[config.mk]
export PLATFORM = sky130hd
export DESIGN_NAME = wb4_sync_fifo_gearbox
export DESIGN_NICKNAME = d
export VERILOG_FILES = /design/src/rtl/wb4_fifo_pkg.sv /design/src/rtl/wb4_fifo_mem.sv /design/src/rtl/wb4_sync_fifo_gearbox.sv
export SDC_FILE = /design/constraint.sdc
export NUM_CORES = 2
export LEC_CHECK = 0
export ABC_AREA = 1
export CORE_ASPECT_RATIO = 1.75
export CORE_MARGIN = 3
export CORE_UTILIZATION = 45
export DETAILED_ROUTE_END_ITERATION = 12
export SYNTH_ARGS = -nofsm -noshare
export SYNTH_HDL_FRONTEND = slang
export SYNTH_SLANG_ARGS = --single-unit
[constraint.sdc]
create_clock -name i_clk -period 5.6 [get_ports i_clk]
set_clock_uncertainty 0.1 [all_clocks]
set_input_delay 1.12 -clock i_clk [delete_from_list [all_inputs] [get_ports i_clk]]
set_output_delay 1.12 -clock i_clk [all_outputs]
set_load 0.1 [all_outputs]
[src/rtl/wb4_fifo_pkg.sv]
// Shared helpers for the WB4 gearbox FIFO: width/ratio arithmetic, count width
// and the gearbox mode encoding.
package wb4_fifo_pkg;

   typedef enum logic [1:0] {
      MODE_PASS   = 2'd0,
      MODE_PACK   = 2'd1,
      MODE_UNPACK = 2'd2
   } wb4_mode_e;

   function automatic int unsigned f_max_w(input int unsigned a, input int unsigned b);
      return (a > b) ? a : b;
   endfunction

   function automatic int unsigned f_min_w(input int unsigned a, input int unsigned b);
      return (a < b) ? a : b;
   endfunction

   // Number of narrow lanes per wide word.
   function automatic int unsigned f_ratio(input int unsigned a, input int unsigned b);
      return f_max_w(a, b) / f_min_w(a, b);
   endfunction

   // Ceiling log2, never below 1 so that index vectors stay at least one bit wide.
   function automatic int unsigned f_log2(input int unsigned n);
      for (int unsigned i = 1; i < 32; i++) begin
         if ((32'd1 << i) >= n) return i;
      end
      return 32;
   endfunction

   // Entry counter needs one extra bit to represent "full".
   function automatic int unsigned f_cnt_w(input int unsigned depth);
      return f_log2(depth) + 1;
   endfunction

   function automatic wb4_mode_e f_mode(input int unsigned in_w, input int unsigned out_w);
      if (in_w < out_w) return MODE_PACK;
      if (in_w > out_w) return MODE_UNPACK;
      return MODE_PASS;
   endfunction

endpackage

[src/rtl/wb4_fifo_mem.sv]
// Simple dual-port storage: synchronous write, asynchronous read.
// Contents are never reset; the owning FIFO discards them by clearing pointers.
module wb4_fifo_mem #(
   parameter int unsigned P_W     = 32,
   parameter int unsigned P_DEPTH = 64,
   parameter int unsigned P_AW    = 6
) (
   input  logic            i_clk,
   input  logic            i_we,
   input  logic [P_AW-1:0] i_waddr,
   input  logic [P_W-1:0]  i_wdata,
   input  logic [P_AW-1:0] i_raddr,
   output logic [P_W-1:0]  o_rdata
);

   logic [P_W-1:0] r_mem [P_DEPTH];

   // Write port.
   always_ff @(posedge i_clk) begin
      if (i_we) r_mem[i_waddr] <= i_wdata;
   end

   assign o_rdata = r_mem[i_raddr];

endmodule

[src/rtl/wb4_sync_fifo_gearbox.sv]
// WB4 pipelined synchronous FIFO with a width gearbox.
// Packs narrow beats into wide entries (I<O), unpacks wide entries into narrow
// beats (I>O) or passes through (I==O). Storage width is max(I,O).
// Optional feature macro: WB4_FIFO_LEVEL_EN adds o_level / o_afull.
module wb4_sync_fifo_gearbox
   import wb4_fifo_pkg::*;
#(
   parameter int unsigned P_DATA_I_W = 8,
   parameter int unsigned P_DATA_O_W = 32,
   parameter int unsigned P_DEPTH    = 64,
   parameter int unsigned P_AFULL    = P_DEPTH - 4
) (
   input  logic                            i_clk,
   input  logic                            i_rst_n,
   input  logic                            i_wb4_in_scyc,
   input  logic                            i_wb4_in_sstb,
   input  logic [P_DATA_I_W-1:0]           i_wb4_in_sdata,
   output logic                            o_wb4_in_sack,
   output logic                            o_wb4_in_sstall,
   input  logic                            i_wb4_out_scyc,
   input  logic                            i_wb4_out_sstb,
   output logic [P_DATA_O_W-1:0]           o_wb4_out_sdata,
   output logic                            o_wb4_out_sack,
`ifdef WB4_FIFO_LEVEL_EN
   output logic                            o_wb4_out_sstall,
   output logic [f_cnt_w(P_DEPTH)-1:0]     o_level,
   output logic                            o_afull
`else
   output logic                            o_wb4_out_sstall
`endif
);

   localparam int unsigned L_W    = f_max_w(P_DATA_I_W, P_DATA_O_W);
   localparam int unsigned L_R    = f_ratio(P_DATA_I_W, P_DATA_O_W);
   localparam wb4_mode_e   L_MODE = f_mode(P_DATA_I_W, P_DATA_O_W);
   localparam int unsigned L_AW   = f_log2(P_DEPTH);
   localparam int unsigned L_CW   = f_cnt_w(P_DEPTH);
   localparam int unsigned L_LW   = f_log2(L_R);

   localparam logic [L_CW-1:0] L_FULL      = L_CW'(P_DEPTH);
   localparam logic [L_LW-1:0] L_LANE_LAST = L_LW'(L_R - 1);

   logic [L_AW-1:0]       r_wptr;
   logic [L_AW-1:0]       r_rptr;
   logic [L_CW-1:0]       r_count;
   logic                  r_in_ack;
   logic                  r_out_ack;
   logic [P_DATA_O_W-1:0] r_out_data;

   logic                  w_full;
   logic                  w_empty;
   logic                  w_in_stall;
   logic                  w_out_stall;
   logic                  w_wr_acc;
   logic                  w_rd_acc;
   logic                  w_push;
   logic                  w_pop;
   logic [L_W-1:0]        w_push_data;
   logic [L_W-1:0]        w_head;
   logic [P_DATA_O_W-1:0] w_rd_data;

   assign w_full      = (r_count == L_FULL);
   assign w_empty     = (r_count == '0);
   assign w_out_stall = w_empty;
   assign w_wr_acc    = i_wb4_in_scyc & i_wb4_in_sstb & ~w_in_stall;
   assign w_rd_acc    = i_wb4_out_scyc & i_wb4_out_sstb & ~w_out_stall;

   generate
      if (L_MODE == MODE_PACK) begin : g_pack
         logic [L_LW-1:0] r_in_lane;
         logic [L_W-1:0]  r_pack;
         logic [L_W-1:0]  w_pack_word;
         logic            w_in_last;

         assign w_in_last = (r_in_lane == L_LANE_LAST);
         // Earlier lanes only touch the pack register, so they never stall.
         assign w_in_stall = w_full & w_in_last;
         assign w_push     = w_wr_acc & w_in_last;
         assign w_push_data = w_pack_word;
         assign w_pop      = w_rd_acc;
         assign w_rd_data  = w_head;

         // Merge the incoming beat into its lane of the partial word.
         always_comb begin
            w_pack_word = r_pack;
            w_pack_word[r_in_lane*P_DATA_I_W +: P_DATA_I_W] = i_wb4_in_sdata;
         end

         // Lane index and partial word survive cyc drops; only reset clears them.
         always_ff @(posedge i_clk) begin
            if (!i_rst_n) begin
               r_in_lane <= '0;
               r_pack    <= '0;
            end else if (w_wr_acc) begin
               r_in_lane <= r_in_lane + L_LW'(1);
               r_pack    <= w_pack_word;
            end
         end
      end else if (L_MODE == MODE_UNPACK) begin : g_unpack
         logic [L_LW-1:0] r_out_lane;
         logic            w_out_last;

         assign w_out_last  = (r_out_lane == L_LANE_LAST);
         assign w_in_stall  = w_full;
         assign w_push      = w_wr_acc;
         assign w_push_data = i_wb4_in_sdata;
         // Head entry is only retired once its last lane has been read.
         assign w_pop       = w_rd_acc & w_out_last;
         assign w_rd_data   = w_head[r_out_lane*P_DATA_O_W +: P_DATA_O_W];

         // Read lane index, LSB lane first.
         always_ff @(posedge i_clk) begin
            if (!i_rst_n) begin
               r_out_lane <= '0;
            end else if (w_rd_acc) begin
               r_out_lane <= r_out_lane + L_LW'(1);
            end
         end
      end else begin : g_pass
         assign w_in_stall  = w_full;
         assign w_push      = w_wr_acc;
         assign w_push_data = i_wb4_in_sdata;
         assign w_pop       = w_rd_acc;
         assign w_rd_data   = w_head;
      end
   endgenerate

   wb4_fifo_mem #(
      .P_W     (L_W),
      .P_DEPTH (P_DEPTH),
      .P_AW    (L_AW)
   ) u_mem (
      .i_clk   (i_clk),
      .i_we    (w_push),
      .i_waddr (r_wptr),
      .i_wdata (w_push_data),
      .i_raddr (r_rptr),
      .o_rdata (w_head)
   );

   // Pointers, occupancy, acks and registered read data.
   always_ff @(posedge i_clk) begin
      if (!i_rst_n) begin
         r_wptr     <= '0;
         r_rptr     <= '0;
         r_count    <= '0;
         r_in_ack   <= 1'b0;
         r_out_ack  <= 1'b0;
         r_out_data <= '0;
      end else begin
         if (w_push) r_wptr <= r_wptr + L_AW'(1);
         if (w_pop)  r_rptr <= r_rptr + L_AW'(1);
         case ({w_push, w_pop})
            2'b10:   r_count <= r_count + L_CW'(1);
            2'b01:   r_count <= r_count - L_CW'(1);
            default: r_count <= r_count;
         endcase
         r_in_ack  <= w_wr_acc;
         r_out_ack <= w_rd_acc;
         if (w_rd_acc) r_out_data <= w_rd_data;
      end
   end

   assign o_wb4_in_sack    = r_in_ack;
   assign o_wb4_in_sstall  = w_in_stall;
   assign o_wb4_out_sack   = r_out_ack;
   assign o_wb4_out_sstall = w_out_stall;
   assign o_wb4_out_sdata  = r_out_data;

`ifdef WB4_FIFO_LEVEL_EN
   assign o_level = r_count;
   assign o_afull = (r_count >= L_CW'(P_AFULL));
`endif

endmodule
==> impl_metrics.prom <==
# TYPE chip_impl_metric gauge
chip_impl_metric{name="power_leakage",unit="nW"} 37.20
chip_impl_metric{name="port_buffers",unit=""} 49
chip_impl_metric{name="synthesis.yosys.warnings",unit=""} 0
chip_impl_info{name="cts_tree",value="done"} 1
chip_impl_metric{name="cts_num_sinks",unit=""} 2135
chip_impl_metric{name="totalPowerFinal",unit="mW"} 38.40
chip_impl_metric{name="filler_cell_count_in_the_final_layout",unit=""} 16880
chip_impl_metric{name="dp.final_hpwl",unit="µm"} 157200
chip_impl_metric{name="clock_path_buffers",unit=""} 4
chip_impl_metric{name="ys_types",unit=""} 26
chip_impl_metric{name="regArea",unit="mm²"} 0.06325
chip_impl_info{name="holdCritPathClass",value="reg2reg"} 1
chip_impl_metric{name="grt_overflow",unit=""} 0
chip_impl_metric{name="net_total_in_the_final_layout",unit=""} 8129
chip_impl_metric{name="cts_inserted_buffers",unit=""} 198
chip_impl_metric{name="synth_fp_nets",unit=""} 8180
chip_impl_metric{name="clk-insertion-delay-late",unit="ps"} 850
chip_impl_info{name="critical_path.endpoint_type",value="primary output"} 1
chip_impl_metric{name="synth_seq_area_share",unit="%"} 71.66
chip_impl_metric{name="final_layout_size_suffix_gt1_share",unit="%"} 7.023
chip_impl_metric{name="cts_h_tree_depth",unit=""} 4
chip_impl_metric{name="postCtsSetupBuffers",unit=""} 0
chip_impl_info{name="cp-start-kind",value="register"} 1
chip_impl_metric{name="core_region_area",unit="mm²"} 0.1947
chip_impl_metric{name="dr.first_iter.drc_count",unit=""} 5916
chip_impl_metric{name="min_delay_path_depth",unit=""} 2
chip_impl_metric{name="layout_worst_path_cycle_share",unit="%"} 81.56
chip_impl_info{name="synth_top_cell_by_area",value="sky130_fd_sc_hd__edfxtp_1"} 1
chip_impl_metric{name="post_synth.cell_area_avg",unit="µm²"} 10.83
chip_impl_metric{name="timing.final.setup_violations",unit=""} 0
chip_impl_metric{name="vdd_drop_max",unit="µV"} 338.4
chip_impl_metric{name="maxClockFrequency",unit="GHz"} 0.2190
chip_impl_metric{name="horizontal_extent_of_the_die",unit="µm"} 340.8
chip_impl_metric{name="required",unit="ps"} 4380
chip_impl_info{name="grt_setup_unrepaired",value="no"} 1
chip_impl_metric{name="timing.slew.headroom",unit="%"} 18.00
chip_impl_metric{name="grt_max_degree",unit=""} 196
chip_impl_metric{name="flow.area_growth_from_synthesis",unit="%"} 12.02
chip_impl_metric{name="worstMarginPinSlew",unit="ps"} 1230
chip_impl_metric{name="vias",unit=""} 58520
chip_impl_metric{name="worst-path-max-fanout",unit=""} 4
chip_impl_metric{name="fin_setup_tns",unit="ps"} 0
chip_impl_metric{name="cts_resized",unit=""} 0
chip_impl_metric{name="area_occupied_by_multi_input_gates",unit="mm²"} 0.02193
chip_impl_metric{name="finalCoreUtilization",unit="%"} 50.78
chip_impl_info{name="outcome",value="complete, no violations"} 1
chip_impl_metric{name="synth_cells",unit=""} 8151
chip_impl_metric{name="clkTransAtPathRegs",unit="ps"} 60
chip_impl_metric{name="detailedRoute.firstPassIterationCount",unit=""} 6
chip_impl_metric{name="route.antenna.remaining_nets",unit=""} 0
chip_impl_metric{name="number_of_global_route_vias_before_repair",unit=""} 56150
chip_impl_metric{name="route.final.wire_length",unit="µm"} 265100
chip_impl_metric{name="maxSlewViolCount",unit=""} 0
chip_impl_metric{name="floorplan.die.height",unit="µm"} 591.8
chip_impl_info{name="reg2reg_start",value="r_rptr[0]$_SDFFE_PN0P_"} 1
chip_impl_metric{name="cts.hold.buffers_added",unit=""} 0
chip_impl_metric{name="detailedPlace.worstSlack",unit="ps"} 1156
chip_impl_metric{name="post-route-drc-count",unit=""} 0
chip_impl_metric{name="r2r_setup_slk",unit="ps"} 1770
chip_impl_info{name="path_class",value="reg2out"} 1
chip_impl_metric{name="die_area",unit="mm²"} 0.2017
chip_impl_metric{name="grt_antenna_before_repair",unit=""} 10
chip_impl_metric{name="worst_ep_arrival_time",unit="ps"} 3350
chip_impl_metric{name="grt_pass1_wl",unit="µm"} 379200
chip_impl_metric{name="hold_violations",unit=""} 0
chip_impl_info{name="worst_r2r_endpoint",value="o_wb4_out_sdata[10]$_SDFFE_PN0P_"} 1
chip_impl_info{name="hold-path-endpoint",value="g_pack.r_pack[5]$_SDFFE_PN0N_"} 1
chip_impl_info{name="hp-start",value="g_pack.r_pack[5]$_SDFFE_PN0N_"} 1
chip_impl_metric{name="via_per_inst",unit=""} 5.391
chip_impl_metric{name="grt_use_total",unit="%"} 25.90
chip_impl_metric{name="placed_cell_area",unit="mm²"} 0.09263
chip_impl_info{name="ctsRootBufferMaster",value="sky130_fd_sc_hd__clkbuf_16"} 1
chip_impl_metric{name="final_design_area_no_fill",unit="mm²"} 0.09886
chip_impl_metric{name="initial_core_util",unit="%"} 45.33
chip_impl_metric{name="synthesis.area",unit="mm²"} 0.08825
chip_impl_metric{name="powerDensity",unit="mW/mm²"} 388.5
chip_impl_metric{name="core.rowCount",unit=""} 214
chip_impl_info{name="synthTopCellsByArea",value="sky130_fd_sc_hd__edfxtp_1, sky130_fd_sc_hd__nand2_1, sky130_fd_sc_hd__nand3_1"} 1
chip_impl_metric{name="synth.ff_latch_count",unit=""} 2135
chip_impl_metric{name="timing.reg2reg.worst_path_depth",unit=""} 12
chip_impl_metric{name="maxCapViolations",unit=""} 0
chip_impl_metric{name="placer_s_final_routability_congestion_estimate",unit=""} 0.9017
chip_impl_metric{name="detail_route.wl_per_cell",unit="µm"} 24.43
chip_impl_metric{name="layout_setup_ws",unit="ps"} 1033
chip_impl_metric{name="min_tclk_post_route",unit="ps"} 4567
chip_impl_metric{name="pin_count",unit=""} 50
chip_impl_metric{name="synth_top_area_share",unit="%"} 69.69
[registers in the layout, summed over array words and instances (netlist names)]
signal            cells
g_pack.r_in_lane      2
g_pack.r_pack        32
o_wb4_in_sack         1
o_wb4_out_sack        1
o_wb4_out_sdata      32
r_count               7
r_rptr                6
r_wptr                6
u_mem.r_mem        2048
[logic make-up after synthesis]
| logic type | Yosys count | share of synthesized area (%) |
|---|---|---|
| simple gates | 4318 | 19.70 |
| flops | 2135 | 71.66 |
| fa+ha+maj | 15 | 0.2212 |
| buf+inv | 1016 | 4.544 |
| xor+xnor | 8 | 0.07940 |
| compound gates | 659 | 3.788 |
[Yosys cell counts (all sizes together)]
| master | instances |
|---|---|
| a21oi | 176 |
| buf | 199 |
| clkbuf | 263 |
| clkinv | 3 |
| dfxtp | 87 |
| edfxtp | 2048 |
| fa | 1 |
| ha | 14 |
| inv | 551 |
| nand2 | 2297 |
| nand3 | 868 |
| nand4 | 3 |
| nor2 | 1118 |
| nor3 | 4 |
| nor4 | 2 |
| o211ai | 1 |
| o21ai | 449 |
| o21bai | 1 |
| o22ai | 32 |
| or2 | 26 |
| xor2 | 8 |
[cell usage in the layout (no fill, tap or decap), types with 14 or more instances in the layout]
cell	n
sky130_fd_sc_hd__a21oi_1	176
sky130_fd_sc_hd__buf_12	31
sky130_fd_sc_hd__buf_4	131
sky130_fd_sc_hd__bufinv_16	16
sky130_fd_sc_hd__clkbuf_1	45
sky130_fd_sc_hd__clkbuf_16	199
sky130_fd_sc_hd__clkdlybuf4s50_1	49
sky130_fd_sc_hd__clkinv_1	35
sky130_fd_sc_hd__clkinv_2	35
sky130_fd_sc_hd__dfxtp_1	83
sky130_fd_sc_hd__edfxtp_1	2048
sky130_fd_sc_hd__ha_1	14
sky130_fd_sc_hd__inv_1	546
sky130_fd_sc_hd__nand2_1	2296
sky130_fd_sc_hd__nand3_1	865
sky130_fd_sc_hd__nor2_1	1057
sky130_fd_sc_hd__nor2_4	61
sky130_fd_sc_hd__o21ai_0	449
sky130_fd_sc_hd__o22ai_4	32
sky130_fd_sc_hd__or2_2	26
[where the power goes]
part / total, mW / switching [mW] / internal [mW]
clock network: 13.2 / 5.85 / 7.38
logic: 7.31 / 5.52 / 1.78
registers: 17.9 / 0.146 / 17.7
total: 38.4 / 11.5 / 26.9
[worst max path at each step]
stage                                       start                             to  slack [ps]  depth (start not counted)
after floorplan                     i_wb4_in_scyc    u_mem.r_mem[7][0]$_DFFE_PP_        1150                          6
after global placement              i_wb4_in_sstb  u_mem.r_mem[21][23]$_DFFE_PP_        1210                          8
after detailed placement            i_wb4_in_sstb  u_mem.r_mem[34][11]$_DFFE_PP_        1160                          9
after CTS                 r_count[0]$_SDFFE_PN0P_               o_wb4_out_sstall         960                          4
after global routing      r_count[0]$_SDFFE_PN0P_               o_wb4_out_sstall         860                          4
final                     r_count[0]$_SDFFE_PN0P_               o_wb4_out_sstall        1030                          4
[worst max-delay path, cell delays in order, from the launching register on]
cell and delay, ps:
sky130_fd_sc_hd__dfxtp_1 360, sky130_fd_sc_hd__nor4_1 580, sky130_fd_sc_hd__nand2_1 150, sky130_fd_sc_hd__nor2_1 250, sky130_fd_sc_hd__clkdlybuf4s50_1 1190
[metal layers]
layer  global-route usage [%]  share of wire, %  vias up
li1                         -                 -    27260
met1                    29.73                35    28550
met2                    44.28                50     2098
met3                    2.998               5.7      603
met4                    20.08               9.1       10
met5                        0             0.022        -
[area by class of cell]
type / instances / share of cell area [%]
sequential: 2135 / 63.99
multi-input combinational: 5000 / 22.19
clock buffer: 252 / 5.320
tap: 2592 / 3.281
inverter: 554 / 2.129
timing repair buffer: 211 / 2.119
clock inverter: 106 / 0.9682
antenna: 5 / 0.01266
[per-stage QoR]
step / instances / hold WS (ps)
after floorplan: 8151 / 329.1
after global placement: 10490 / 397.6
after detailed placement: 10490 / 407.9
after CTS: 10850 / 416.0
after global routing: 10850 / 445.9
final: 10860 / 414.2
Note: power is estimated with default switching activity, not from simulation.
